--- config.mk ---
export PLATFORM = sky130hd
export DESIGN_NAME = hazard3_tick_gen
export DESIGN_NICKNAME = d
export VERILOG_FILES = /design/src/rtl/hazard3_tick_gen.sv
export SDC_FILE = /design/constraint.sdc
export NUM_CORES = 1
export LEC_CHECK = 0
export ABC_AREA = 1
export BUFFER_PORTS_ARGS = -buffer_cell sky130_fd_sc_hd__buf_4
export CAP_MARGIN = 10
export CELL_PAD_IN_SITES_DETAIL_PLACEMENT = 1
export CELL_PAD_IN_SITES_GLOBAL_PLACEMENT = 1
export CORE_UTILIZATION = 41
export DETAILED_ROUTE_END_ITERATION = 12
export MAX_ROUTING_LAYER = met4
export PLACE_DENSITY_LB_ADDON = 0.1
export SYNTH_ARGS = -nofsm -noshare
export SYNTH_HDL_FRONTEND = slang
export SYNTH_SLANG_ARGS = --single-unit
export TNS_END_PERCENT = 5
--- constraint.sdc ---
create_clock -name clk -period 3.3 [get_ports clk]
set_clock_uncertainty 0.15 [all_clocks]
set_input_delay 0.33 -clock clk [delete_from_list [all_inputs] [get_ports clk]]
set_output_delay 0.33 -clock clk [all_outputs]
set_load 0.01 [all_outputs]
--- src/rtl/hazard3_tick_gen.sv ---
// hazard3_tick_gen: tick strobe for the RISC-V mtime counter, from either an
// integer+fractional clk divider or a forwarded external NRZ reference, APB-configured.
module hazard3_tick_gen #(
  parameter int DIV_INT_RESET  = 12,
  parameter int DIV_FRAC_RESET = 0,
  parameter bit EN_RESET       = 1'b1
) (
  input  logic        clk,
  input  logic        rst,
  input  logic [15:0] paddr,
  input  logic        psel,
  input  logic        penable,
  input  logic        pwrite,
  input  logic [31:0] pwdata,
  output logic [31:0] prdata,
  output logic        pready,
  output logic        pslverr,
  input  logic        ext_tick,
  output logic        tick
);

  localparam logic [15:0] INT_RST  = 16'(DIV_INT_RESET);
  localparam logic [7:0]  FRAC_RST = 8'(DIV_FRAC_RESET);

  localparam logic [1:0] REG_CTRL  = 2'd0;
  localparam logic [1:0] REG_DIV   = 2'd1;
  localparam logic [1:0] REG_COUNT = 2'd2;
  localparam logic [1:0] REG_TICKS = 2'd3;

  logic        access;
  logic        commit;
  logic        reg_hit;
  logic        xfer_done;
  logic        wr_ctrl;
  logic        wr_div;
  logic        wr_ticks;

  logic        en;
  logic        src;
  logic [15:0] div_int;
  logic [7:0]  div_frac;

  logic [16:0] cnt;
  logic [7:0]  acc;
  logic [8:0]  frac_sum;
  logic        stop_req;
  logic        div_run;
  logic        expire;
  logic        enable_load;

  logic        s1;
  logic        s2;
  logic        s_q;
  logic        ext_fire;

  logic [31:0] ticks;
  logic        unused_bits;

  assign access   = psel && penable;
  assign commit   = access && pready && pwrite;
  assign reg_hit  = (paddr[15:4] == 12'h000);
  assign wr_ctrl  = commit && reg_hit && (paddr[3:2] == REG_CTRL);
  assign wr_div   = commit && reg_hit && (paddr[3:2] == REG_DIV);
  assign wr_ticks = commit && reg_hit && (paddr[3:2] == REG_TICKS);

  assign pslverr     = 1'b0;
  assign unused_bits = ^{paddr[1:0], pwdata[31:24]};

  // A CTRL write that clears EN or selects the external source freezes the
  // divider on its own commit edge, so a coincident expiry is swallowed.
  assign stop_req    = wr_ctrl && (!pwdata[0] || pwdata[1]);
  assign div_run     = en && !src && !stop_req;
  assign expire      = div_run && (cnt == 17'd1);
  assign enable_load = wr_ctrl && !en && pwdata[0];
  assign frac_sum    = {1'b0, acc} + {1'b0, div_frac};

  assign ext_fire = en && src && (s2 != s_q);

  // xfer_done holds pready off until the access phase has been released
  always_ff @(posedge clk) begin
    if (rst) begin
      pready    <= 1'b0;
      xfer_done <= 1'b0;
    end else begin
      pready <= access && !pready && !xfer_done;
      if (!access) begin
        xfer_done <= 1'b0;
      end else if (pready) begin
        xfer_done <= 1'b1;
      end
    end
  end

  always_ff @(posedge clk) begin
    if (rst) begin
      en       <= EN_RESET;
      src      <= 1'b0;
      div_int  <= INT_RST;
      div_frac <= FRAC_RST;
    end else begin
      if (wr_ctrl) begin
        en  <= pwdata[0];
        src <= pwdata[1];
      end
      if (wr_div) begin
        div_int  <= (pwdata[23:8] == 16'd0) ? 16'd1 : pwdata[23:8];
        div_frac <= pwdata[7:0];
      end
    end
  end

  // The carry out of the fractional accumulator stretches one period by a cycle
  always_ff @(posedge clk) begin
    if (rst) begin
      cnt <= {1'b0, INT_RST};
      acc <= 8'd0;
    end else if (enable_load) begin
      cnt <= {1'b0, div_int};
      acc <= 8'd0;
    end else if (expire) begin
      cnt <= {1'b0, div_int} + {16'd0, frac_sum[8]};
      acc <= frac_sum[7:0];
    end else if (div_run) begin
      cnt <= cnt - 17'd1;
    end
  end

  always_ff @(posedge clk) begin
    if (rst) begin
      s1  <= 1'b0;
      s2  <= 1'b0;
      s_q <= 1'b0;
    end else begin
      s1  <= ext_tick;
      s2  <= s1;
      s_q <= s2;
    end
  end

  always_ff @(posedge clk) begin
    if (rst) begin
      tick  <= 1'b0;
      ticks <= 32'd0;
    end else begin
      tick <= expire || ext_fire;
      if (wr_ticks) begin
        ticks <= 32'd0;
      end else if (tick) begin
        ticks <= ticks + 32'd1;
      end
    end
  end

  always_comb begin
    prdata = 32'd0;
    if (reg_hit) begin
      case (paddr[3:2])
        REG_CTRL:  prdata = {30'd0, src, en};
        REG_DIV:   prdata = {8'd0, div_int, div_frac};
        REG_COUNT: prdata = {15'd0, cnt};
        REG_TICKS: prdata = ticks;
        default:   prdata = 32'd0;
      endcase
    end
  end

endmodule
-- Word-level counts from Yosys, hierarchy flattened
Index checks and enable logic that the tools add are counted.
- register bits: 89
- input bits: 54
- output and inout bits: 35
- add/subtract/negate cells: 4
- equal/unequal tests: 5
- muxes and demuxes: 6
- bitwise logic cells: 1
- reduce and logical (&&, ||, !) cells: 33
- operator list (cell ; number):
    one-hot mux 32 bit (4 select lines) ; 1
    2-to-1 mux 17 bit ; 2
    adder 32 x 1 -> 32 bit, second input constant ; 1
    2-to-1 mux 16 bit ; 2
    2-to-1 mux 32 bit ; 1
    adder 16 x 1 -> 17 bit ; 1
    equality test 17 x 1 -> 1 bit, second input constant ; 1
    logical AND 1 bit ; 17
    subtractor 17 x 1 -> 17 bit, second input constant ; 1
    logical NOT 16 bit ; 1
    logical NOT 12 bit ; 1
    adder 8 x 8 -> 9 bit ; 1
    logical NOT 1 bit ; 6
    OR reduction 2 bit ; 3
    equality test 2 bit, second input constant ; 2
    nonzero test 3 bit ; 1
    equality test 2 x 1 -> 1 bit, second input constant ; 1
    logical NOT 2 bit ; 1
    logical OR 1 bit ; 2
    nonzero test 2 bit ; 1
    inequality test 1 bit ; 1
    NOT 1 bit ; 1

-- Longest topological paths before layout
- depth in word-level cells: 11
- gate-level depth with buffers: 20

-- Least setup slack after synthesis
Ideal clock, no wire load.
- kind: register to register
- start point: reg div_frac[0]
- end point: reg cnt[8]
- setup time: 139 ps
- arrival time: 2535 ps
- path slack: 476 ps
- cell stages (with the launch flop): 17
- path buffers: 0
- period minus slack after synthesis: 2824 ps
- cell sequence: dfxtp_1 > ha_1 > fa_1 > nand3_1 > nand3_1 > a21oi_1 > o21bai_1 > a21oi_1 > o21bai_1 > ha_1 > ha_1 > nand2_1 > nor2_1 > nand3_1 > nand2_1 > o311ai_0 > a21oi_2
- word-level cells in the longest chain between the ends: 4
- RTL lines (item ; line ; source):
    start, declared ; 41 ; logic [7:0] div_frac;
    start signal, assigned ; 107 ; div_frac <= pwdata[7:0];
    adder 8 x 8 -> 9 bit ; 75 ; assign frac_sum = {1'b0, acc} + {1'b0, div_frac};
    adder 16 x 1 -> 17 bit ; 121 ; cnt <= {1'b0, div_int} + {16'd0, frac_sum[8]};
    2-to-1 mux 17 bit ; 120 ; end else if (expire) begin
    2-to-1 mux 16 bit ; 117 ; end else if (enable_load) begin
    end signal, assigned ; 118 ; cnt <= {1'b0, div_int};
    end signal, assigned ; 121 ;
    end signal, assigned ; 124 ; cnt <= cnt - 17'd1;
    end, declared ; 43 ; logic [16:0] cnt;
Every way passes these cells.
A chain may end at the register's enable or synchronous reset.

-- Final worst setup path
- start point: reg div_frac[0]
- end point: reg cnt[11]
The elaborated chain is that of the path after synthesis.

==> summary.md <==
| Metric | Value |
|---|---|
| DIE HEIGHT | `approximately 120 µm` |
| F_max | `around 320 MHz` |
| Max-cap check violation count | `0` |
| Final hold vios | `0` |
| CTS H-tree depth | `3` |
| Leak | `around 2.7 nW` |
| GRT Overall Usage | `0.306` |
| Vias | `between 6000 and 7000` |
| Placed insts | `approximately 1100` |
| # diodes | `0` |
| Clk_lat worst skew | `between 300 and 400 ps` |
| #FFs+latches synth | `89` |
| Clock sinks | `89` |
| Startpoint Class | `register` |
| Detailed Route WL | `~21000 µm` |
| Placed cell areas | `6540 µm²` |
| Sequential-to-total area share from yosys stat | `0.308` |
| Asr flop ratio synth | `0` |
| Period utilization | `0.954` |
| 1st-iter DRT viols | `between 300 and 400` |
| Xor and xnor fraction of the mapped netlist area | `0.0590` |
| Initial antenna violation count | `0` |
| Worst reg-to-reg path cell count | `19` |
| CTS tree | `built` |
| Largest cells by area after synthesis | `dfxtp_1 31%, nand2_1 15%, nor2_1 7.1%` |
| Largest net degree at the start of global routing | `43` |
| Arrival time of the worst setup path | `3220 ps` |
| Most common cell in the netlist | `nand2_1` |
| Critical path capture point type | `register` |
| First-pass GRT wire length | `~33000 µm` |
| Initial core utilization | `0.419` |
| RePlAce Congestion | `between 0.9 and 1` |
| Num CTS Buffers | `9` |
| Max FO, Critical Path | `4` |
| Drt first pass iters | `5` |
| Area growth from synthesis to layout | `20.9%` |
| Combinational family with the most area after synthesis | `simple AND/OR/NAND/NOR gates` |
| Worst r2r src | `div_frac[0]` |
| Worst EP required | `3370 ps` |
| Minimum clock period | `about 3100 ps` |
| Gate Count Post-Synth | `approximately 880` |
| # port buffers | `77` |
| Post-synthesis mux area share | `0` |
| Pwr Density | `approximately 370 nW/µm²` |
| Post-route design area | `around 7000 µm²` |
| Io pins | `89` |
| Hold depth | `3` |
| Slew HR | `0.605` |
| Simple-gate share of the synthesized area | `0.343` |
| Final Non-Filler Cells | `approximately 1100` |
| Nets | `between 1000 and 1500` |
| Internal reg-to-reg setup slack | `between 150 and 200 ps` |
| Grt total ovfl | `0` |
| Clock tree root buffer cell | `clkbuf_16` |
| RSZ-0062 raised after global routing | `false` |
| Maximum clock path buffer count | `2` |
| Post-synth EDFFs | `0` |
| Routed Antenna Nets | `0` |
| Die area | `roughly 15000 µm²` |
| Post-synthesis compound-gate area fraction | `0.166` |
| Worst hold path class | `in -> reg` |
| Top FF cell, synth | `dfxtp_1` |
| Hold Path Origin | `ext_tick` |
| Largest area contributor in the netlist | `dfxtp_1` |
| Core area | `roughly 14000 µm²` |
| Mapped Area | `slightly below 6000 µm²` |
| Ys Warns | `0` |
| Vias in the first global route | `roughly 6400` |
| Avg WL per Cell | `between 15 and 20 µm` |
| Row count | `43` |
| Drt drc | `0` |
| Area fraction of the dominant cell type after synthesis | `0.308` |
| Clock-pin slew on the worst setup and hold paths | `~70 ps` |
| Area share of fa/ha/maj cells after synthesis | `0.0316` |
| Worst Tran Pin Value | `~590 ps` |
| Utilization after layout | `0.506` |
| Syn_nets | `around 950` |
| Worst hold margin | `~34 ps` |
| Dpl hpwl | `~16000 µm` |
| CTS Hold Bufs | `0` |
| Setup Crit Path Kind | `reg -> reg` |
| Final setup fails | `0` |
| Mean post-synth cell area | `6.60 µm²` |
| Outcome | `complete, no violations` |
| Post-synth top cells | `224 x nand2_1, 109 x nor2_1, 89 x dfxtp_1` |
| Setup TNS | `0 ps` |
| Share of cells above drive strength 1 | `0.192` |
| WHS Endpoint | `s1` |
| DIE WIDTH | `about 120 µm` |
| Worst R2R End | `cnt[11]` |
| Worst IR Drop VDD | `between 0.0002 and 0.0003 V` |
| Count of pins over their slew limit | `0` |
| Via/cell ratio | `roughly 5.5` |
| Synth cell types | `50` |
==> layer usage <==
layer	global-route usage	wire, µm	vias to the layer above
met3	0.0278	523	37
met4	0.110	522	0
met2	0.534	10900	126
met1	0.367	9380	3040
li1	-	-	3022
met5	-	0	-
==> layout make-up <==
class / instances / area, µm²
fillers: 1822 / 6830
multi-input cells: 654 / 3560
flip-flops and latches: 89 / 1780
repair buffers: 91 / 683
inverters: 107 / 402
clock buffers: 10 / 229
well taps: 180 / 225
clock inverters: 6 / 116
==> critical path, stage by stage, from the launching register on <==
cell and delay [ps]:
dfxtp_2 350, ha_4 170, fa_2 350, nand3_1 100
nand3_2 90, a21oi_1 170, o21bai_1 110, a21oi_1 150
o21bai_1 130, ha_2 220, nand3_1 120, inv_1 70
nand2_1 130, inv_1 100, nand3_1 70, nand2_1 60
o31ai_1 260, inv_1 90, nand2_1 80, a21oi_2 50
==> layout by cell type (no fill, tap or decap), types with 7 or more instances in the layout <==
cell and n:
xor2_1 33, buf_4 91, ha_1 8, nor4_1 7, a211oi_1 12, nand3_1 39
a21oi_2 10, nand4_1 21, dfxtp_1 87, a21oi_1 55, a31oi_1 17, inv_1 83
nor2_1 107, clkbuf_16 9, o21ai_1 9, inv_2 23, o21ai_0 24, o21ai_2 9
nand2_1 224, nor3_1 16
==> worst max path at each step <==
stage,startpoint,depth (start not counted),endpoint
detailed placement,div_frac[0],18,cnt[16]
finish,div_frac[0],19,cnt[11]
floorplan,div_frac[0],16,cnt[8]
global route,div_frac[0],18,cnt[16]
CTS,div_frac[0],19,cnt[11]
global placement,div_frac[0],18,cnt[16]
==> per-stage QoR <==
step / total power [mW] / setup slack, ps
2_1_floorplan: 1.27 / 476
3_3_place_gp: 1.37 / 13.5
3_5_place_dp: 1.37 / -156
4_1_cts: 2.59 / 27.9
5_1_grt: 2.66 / 8.18
6_report: 2.57 / 153
==> registers in the layout, summed over array words and instances (netlist names) <==
name,cells
xfer_done,1
en,1
div_int,16
cnt,17
tick,1
src,1
s1,1
ticks,32
s2,1
acc,8
s_q,1
div_frac,8
pready,1
==> logic make-up after synthesis <==
| group | after synthesis |
|---|---|
| xor+xnor | 39 |
| compound gates | 155 |
| flops | 89 |
| simple gates | 445 |
| fa+ha+maj | 14 |
| buf+inv | 134 |
| other cells | 1 |
==> power breakdown <==
group          internal [mW]  switching, mW
logic                 0.0910          0.145
registers               1.09         0.0267
clock network          0.745          0.476
total                   1.93          0.648
==> repair_timing <==
item,CTS,global route
setup endpoints to repair,4,13
buffers inserted,0,3
pin swaps,0,6
gates resized for setup,3,15
No activity file was read; power rests on OpenSTA's default activity.
